==> config.mk <==
export PLATFORM = sky130hd
export DESIGN_NAME = mips_cpu_seq_ctrl
export DESIGN_NICKNAME = d
export VERILOG_FILES = /design/src/rtl/mips_cpu_seq_ctrl.sv
export SDC_FILE = /design/constraint.sdc
export NUM_CORES = 1
export LEC_CHECK = 0
export CORE_AREA = 2 2 53 55
export CTS_CLUSTER_SIZE = 12
export DETAILED_ROUTE_END_ITERATION = 12
export DIE_AREA = 0 0 55 57
export MAX_ROUTING_LAYER = met4
export PLACE_DENSITY = 0.69
export SLEW_MARGIN = 20
export SYNTH_ARGS = -nofsm -noshare
export SYNTH_HDL_FRONTEND = slang
export SYNTH_SLANG_ARGS = --single-unit
==> constraint.sdc <==
create_clock -name clk -period 1.8 [get_ports clk]
set_input_delay 0.36 -clock clk [delete_from_list [all_inputs] [get_ports clk]]
set_output_delay 0.36 -clock clk [all_outputs]
set_load 0.02 [all_outputs]
==> src/rtl/mips_cpu_seq_ctrl.sv <==
// Multi-cycle sequencing controller for the MIPS core: fetch/exec/mem/wb over one
// stallable memory port, iterative muldiv wait, optional branch delay slot, halt at PC 0.
module mips_cpu_seq_ctrl #(
    parameter int unsigned MULDIV_LATENCY = 32,
    parameter int unsigned DELAY_SLOT     = 1
) (
    input  logic       clk,
    input  logic       reset,
    input  logic [5:0] instr_op,
    input  logic [5:0] instr_funct,
    input  logic [4:0] instr_rt,
    input  logic       branch_cond,
    input  logic       pc_zero,
    input  logic       waitrequest,
    output logic       active,
    output logic       instr_read,
    output logic       ir_en,
    output logic       data_read,
    output logic       data_write,
    output logic       regwrite,
    output logic       link_sel,
    output logic       memtoreg,
    output logic       pc_en,
    output logic       pc_sel,
    output logic       target_en,
    output logic       hilo_write,
    output logic       muldiv_start,
    output logic [2:0] state
);

    localparam int unsigned CNT_W = 6;

    typedef enum logic [2:0] {
        S_FETCH  = 3'd0,
        S_EXEC   = 3'd1,
        S_MEM    = 3'd2,
        S_WB     = 3'd3,
        S_MULDIV = 3'd4,
        S_HALTED = 3'd5
    } state_t;

    state_t             state_q, state_d;
    logic               delay_pending, delay_pending_d;
    logic [CNT_W-1:0]   cnt, cnt_d;

    logic is_alu, is_mthilo, is_muldiv, is_branch, is_jump, is_link, is_load, is_store;
    logic taken, redirect;

    // Instruction class decode from the IR fields
    always_comb begin
        is_alu    = 1'b0;
        is_mthilo = 1'b0;
        is_muldiv = 1'b0;
        is_branch = 1'b0;
        is_jump   = 1'b0;
        is_link   = 1'b0;
        is_load   = 1'b0;
        is_store  = 1'b0;
        case (instr_op)
            6'h00: begin
                case (instr_funct)
                    6'h08:                      is_jump = 1'b1;
                    6'h09:                      begin is_jump = 1'b1; is_link = 1'b1; end
                    6'h11, 6'h13:               is_mthilo = 1'b1;
                    6'h18, 6'h19, 6'h1A, 6'h1B: is_muldiv = 1'b1;
                    default:                    is_alu = 1'b1;
                endcase
            end
            6'h01: begin
                case (instr_rt)
                    5'h00, 5'h01: is_branch = 1'b1;
                    5'h10, 5'h11: begin is_branch = 1'b1; is_link = 1'b1; end
                    default: ;
                endcase
            end
            6'h02:                      is_jump = 1'b1;
            6'h03:                      begin is_jump = 1'b1; is_link = 1'b1; end
            6'h04, 6'h05, 6'h06, 6'h07: is_branch = 1'b1;
            6'h08, 6'h09, 6'h0A, 6'h0B,
            6'h0C, 6'h0D, 6'h0E, 6'h0F: is_alu = 1'b1;
            6'h20, 6'h21, 6'h22, 6'h23,
            6'h24, 6'h25, 6'h26:        is_load = 1'b1;
            6'h28, 6'h29, 6'h2B:        is_store = 1'b1;
            default: ;
        endcase
    end

    // Next state and combinational strobes
    always_comb begin
        state_d         = state_q;
        delay_pending_d = delay_pending;
        cnt_d           = cnt;
        active          = (state_q != S_HALTED);
        instr_read      = 1'b0;
        ir_en           = 1'b0;
        data_read       = 1'b0;
        data_write      = 1'b0;
        regwrite        = 1'b0;
        link_sel        = 1'b0;
        memtoreg        = 1'b0;
        pc_en           = 1'b0;
        pc_sel          = 1'b0;
        target_en       = 1'b0;
        hilo_write      = 1'b0;
        muldiv_start    = 1'b0;
        state           = state_q;
        taken           = is_jump | (is_branch & branch_cond);
        redirect        = 1'b0;

        case (state_q)
            S_FETCH: begin
                if (pc_zero) begin
                    state_d = S_HALTED;
                end else begin
                    instr_read = 1'b1;
                    if (!waitrequest) begin
                        ir_en   = 1'b1;
                        state_d = S_EXEC;
                    end
                end
            end
            S_EXEC: begin
                if (is_load || is_store) begin
                    state_d = S_MEM;
                end else if (is_muldiv) begin
                    muldiv_start = 1'b1;
                    cnt_d        = CNT_W'(MULDIV_LATENCY - 1);
                    state_d      = S_MULDIV;
                end else begin
                    regwrite   = is_alu | is_link;
                    link_sel   = is_link;
                    hilo_write = is_mthilo;
                    pc_en      = 1'b1;
                    state_d    = S_FETCH;
                    // A branch sitting in a delay slot links but never redirects
                    if (taken && !delay_pending) begin
                        target_en = 1'b1;
                        if (DELAY_SLOT != 0) delay_pending_d = 1'b1;
                        else                 redirect        = 1'b1;
                    end
                end
            end
            S_MEM: begin
                data_read  = is_load;
                data_write = is_store;
                if (!waitrequest) begin
                    if (is_store) begin
                        pc_en   = 1'b1;
                        state_d = S_FETCH;
                    end else begin
                        state_d = S_WB;
                    end
                end
            end
            S_WB: begin
                regwrite = 1'b1;
                memtoreg = 1'b1;
                pc_en    = 1'b1;
                state_d  = S_FETCH;
            end
            S_MULDIV: begin
                if (cnt == '0) begin
                    hilo_write = 1'b1;
                    pc_en      = 1'b1;
                    state_d    = S_FETCH;
                end else begin
                    cnt_d = cnt - 1'b1;
                end
            end
            S_HALTED: ;
            default: state_d = S_FETCH;
        endcase

        // Retiring the delay-slot instruction consumes the pending redirect
        pc_sel = pc_en & (delay_pending | redirect);
        if (pc_en && delay_pending) delay_pending_d = 1'b0;

        if (reset) begin
            active       = 1'b0;
            instr_read   = 1'b0;
            ir_en        = 1'b0;
            data_read    = 1'b0;
            data_write   = 1'b0;
            regwrite     = 1'b0;
            link_sel     = 1'b0;
            memtoreg     = 1'b0;
            pc_en        = 1'b0;
            pc_sel       = 1'b0;
            target_en    = 1'b0;
            hilo_write   = 1'b0;
            muldiv_start = 1'b0;
            state        = 3'd0;
        end
    end

    always_ff @(posedge clk or posedge reset) begin
        if (reset) begin
            state_q       <= S_FETCH;
            delay_pending <= 1'b0;
            cnt           <= '0;
        end else begin
            state_q       <= state_d;
            delay_pending <= delay_pending_d;
            cnt           <= cnt_d;
        end
    end

endmodule

**Word level (Yosys, flattened, before mapping)**

Cells that the tools add are included.

- Bits in registers: 10
- Bits in latches: 0
- RAM bits: 0
- ROM bits: 0
- Input port bits: 22
- Output and inout port bits: 16
- Word-level logic and storage cells: 160
- Memories: 0

- Add/sub/neg operators: 1
- Multipliers: 0
- Divide/modulo/power cells: 0
- $lt $le $gt $ge: 0
- Equal/unequal tests: 50
- Shifts and indexed selects: 0
- Mux-type cells: 76
- Bitwise operators: 5
- Reductions and logical operators: 25

Operators by type and width:

| kind | number |
|---|---|
| == test 6 x 4 -> 1 bit (second input constant) | 10 |
| == test 6 bit (second input constant) | 10 |
| two-way mux 1 bit | 56 |
| == test 6 x 5 -> 1 bit (second input constant) | 6 |
| == test 6 x 3 -> 1 bit (second input constant) | 4 |
| two-way mux 3 bit | 7 |
| two-way mux 6 bit | 3 |
| OR reduction 8 bit | 2 |
| one-hot mux 3 bit (5 select lines) | 1 |
| == test 6 x 2 -> 1 bit (second input constant) | 2 |
| logical NOT 6 bit | 2 |
| one-hot mux 6 bit (2 select lines) | 1 |
| AND reduction 4 bit | 3 |
| OR reduction 4 bit | 3 |
| == test 5 bit (second input constant) | 2 |
| != test 2 bit (second input constant) | 5 |
| one-hot mux 1 bit (2 select lines) | 5 |
| OR reduction 2 bit | 4 |
| OR reduction 7 bit | 1 |
| == test 3 x 2 -> 1 bit (second input constant) | 2 |
| == test 3 bit (second input constant) | 2 |
| == test 6 x 1 -> 1 bit (second input constant) | 1 |
| != test 3 bit (second input constant) | 2 |
| nonzero test 2 bit | 3 |
| 16 further kinds | 20 |

**Depth between registers and ports, before layout**

- Word-level depth: 12
- Gate-level depth with buffers: 6

**Worst setup path after synthesis**

OpenSTA, ideal clock, no wires.

- Path kind: register -> output
- Start point: register cnt[0]
- End point: output pc_sel
- Data arrival time: 1979 ps
- Data required time: 1440 ps
- Setup slack: -539 ps
- Stages on the path, launching flop included: 7
- Cells stage by stage: dfrtp_1 inv_1 ha_1 nor3b_1 nand3_1 o21a_1 a211oi_1

- Word-level cells in the longest chain between the ends: 5

Ends and longest elaborated chain:

| item | line | text |
|---|---|---|
| start: declaration | 44 | `logic [CNT_W-1:0] cnt, cnt_d;` |
| start signal: assignment | 204 | `cnt <= cnt_d;` |
| logical NOT 6 bit | 162 | `if (cnt == '0) begin` |
| two-way mux 1 bit | 162 |  |
| one-hot mux 1 bit (4 select lines) | 110 | `case (state_q)` |
| bitwise AND 1 bit | 175 | `pc_sel = pc_en & (delay_pending \| redirect);` |
| two-way mux 1 bit | 178 | `if (reset) begin` |
| end: declaration | 24 | `output logic pc_sel,` |

No other way between the ends.

**Worst setup path after layout**

- Start point: register state_q[2]
- End point: output muldiv_start

- Word-level cells in the longest chain between the ends: 3

Ends and longest elaborated chain:

| item | line | text |
|---|---|---|
| start: declaration | 42 | `state_t state_q, state_d;` |
| start signal: assignment | 202 | `state_q <= state_d;` |
| == test 3 x 1 -> 1 bit | 110 |  |
| two-way mux 1 bit | 110 |  |
| two-way mux 1 bit | 178 |  |
| end: declaration | 27 | `output logic muldiv_start,` |

No other way between the ends.

==> results <==
[per-layer routing]
metal	vias up	wire [um]	track usage (%)
li1	609	-	-
met1	625	1450	26.3
met2	45	1940	44.0
met3	8	136	1.57
met4	0	77	10.8
met5	-	0	-
[synth_stat cells (2+ instances only)]
library cell,count
clkbuf_1,4
and3_1,2
o21ai_0,2
or4_4,2
or3_1,2
nand2b_1,3
o21a_1,2
nor2_1,13
nor3_1,5
nor3b_1,2
mux2i_1,2
nor4b_1,2
a211oi_1,4
dfrtp_1,10
nor2b_1,8
nand2_1,4
a22oi_1,2
a21oi_1,6
inv_1,5
a221oi_1,2
or2_2,2
[what timing repair did]
action	CTS	global route
setup endpoints to repair	25	21
hold endpoints to repair	0	0
pin swaps	20	10
resized for setup	124	36
hold buffers	0	0
setup buffers	6	6
cloned	0	0
[worst max-delay path by stage]
stage,endpoint
5_1_grt,muldiv_start
6_report,muldiv_start
2_1_floorplan,pc_sel
4_1_cts,muldiv_start
3_5_place_dp,pc_sel
3_3_place_gp,pc_sel
[layout make-up]
type / instances / area share [%]
timing repair buffer: 91 / 37.7
tap: 31 / 1.96
sequential: 10 / 12.6
inverter: 5 / 0.948
clock buffer: 4 / 1.83
multi-input combinational: 92 / 44.9
[flip-flops by register name, summed over array words and instances (netlist names)]
name           count
delay_pending      1
cnt                6
state_q            3
[stage by stage]
stage	power [W]	hold WS, ps	worst slack, ps	instance area [sq um]	TNS (ps)
2_1_floorplan	0.000830	498	-205	1040	-929
3_3_place_gp	0.00130	575	-1250	1780	-16770
3_5_place_dp	0.00133	589	-1270	1780	-17320
4_1_cts	0.00160	540	-525	1910	-4310
5_1_grt	0.00176	578	-531	1980	-5010
6_report	0.00167	530	-501	1980	-4410
[tightest hold or removal path, delay by kind of cell]
kind / cells / cell delay [ps]
buffers and inverters: 3 / 870
[power by group]
part           internal (W)  leakage [nW]  switching, W  total, W
clock network      0.000123        0.0210     0.0000872  0.000210
registers          0.000314         0.118     0.0000597  0.000373
logic              0.000590         0.759      0.000495   0.00108
[cells by family (layout without fill, tap and decap cells)]
group                    after synthesis  after routing  share of synthesized area (%)
AO/OA/AOI/OAI                         29             29                           23.6
XOR/XNOR                               2              2                           1.90
multiplexers                           3              3                           3.39
adder cells (fa/ha/maj)                1              1                           1.36
flip-flops                            10             10                           27.1
buffers and inverters                  9            100                           3.66
AND/OR/NAND/NOR                       57             57                           38.9
==> metrics.txt <==
chip height 57 um; Crit path max-delay family simple AND/OR/NAND/NOR gates; Post-Synthesis Cells 111; initial antenna violation count 0; Num CTS Buffers 3; P per Cell Area 842 mW/mm^2; Tot GR Track Use 24.5%; hpwl dp 2580 um; Clock Sinks 10; ys flop type dfrtp_1; worst reg2reg setup slack -360 ps; Reg-to-Reg Start state_q[2]; CP Cell Sequence or3b_4 -> buf_6 -> or4_4 -> nor2_4 -> buf_6; Cells after DPL 220; status finished with violations; Worst R2R End cnt[2]; worst slew pin tran 405 ps; final hold viol count 0; Synth top area share 27.1%; fraction of layout cells with a size suffix above 1 62.4%; CTS tree built; CP peak stage delay 500 ps; Buffers on Ports 36; gp weighted congestion 0.857; Fillers 189; worst clock skew 7.39 ps; relative slew slack 72.3%; crit path from state_q[2]; failing checks negative setup slack; Vias 1287; GR Overflow Total 0; Rows 19; syn nets 134; Worst-Skew Late Latency 280 ps; cell taking the most area after synthesis dfrtp_1; Die X-Extent 55 um; Multi-input gate area 890 sq um; clk buf depth 2; synthesized area 922 sq um; Residual DRC 0; Slew Limit Fails 0; Reg2Reg Depth 8; clock slew at reported path FFs 70 ps; final setup margin -501 ps; CP Class reg2out; Initial Util 35.3%; RSZ-0062 raised after global routing yes; FF+latch count, synth 10; Area growth syn-to-layout 115%; top post-synthesis cells by area dfrtp_1, nor2b_1, nor2_1, a21oi_1, a211oi_1; CP max stage cell or4_4; sequential area share after synthesis 27.1%; DRT iter0 DRCs 18; first-pass GRT wire length 5570 um; Final Cycle Share 128%; vias per std cell 5.52; nets 226; peak supply drop 0.000723 V; warnings from Yosys 0; Lkg Pwr 0.899 nW; stages on the worst setup path 5; most common cell after layout, fill and taps aside buf_4; CP required 1440 ps; Post-synth EDFFs 0; Post-Syn Area per Cell 8.31 sq um; fmax 435 MHz; Worst Path Buf+Inv 2; CP endpoint kind primary output; core area 0.00262 sq mm; FF/Latch Area 250 sq um; WL per Instance 15.4 um; Post-Layout Cell Count 233; CP max FO 2; critical path data arrival time 1940 ps; final WL 3600 um; Yosys cell types 48; most frequent cells in the layout buf_4, buf_6, dfrtp_1; Routed Antenna Nets 0; vias in the first global route 1282; maxcap violations 0; CTS H-tree lvls 1; Final Util 75.7%; ys async rst share 100%; DIE AREA 0.00314 sq mm; final setup fails 15; startpoint type of the worst setup path register; Tmin final 2300 ps; Pre-antenna DRT Iters 4; Ports 38; root buf cell clkbuf_4; crit-path most repeated cell buf_6; Hold Crit Class in2async; ANT cells 0; largest net degree at the start of global routing 12
Power figures use the tool's default switching activity.
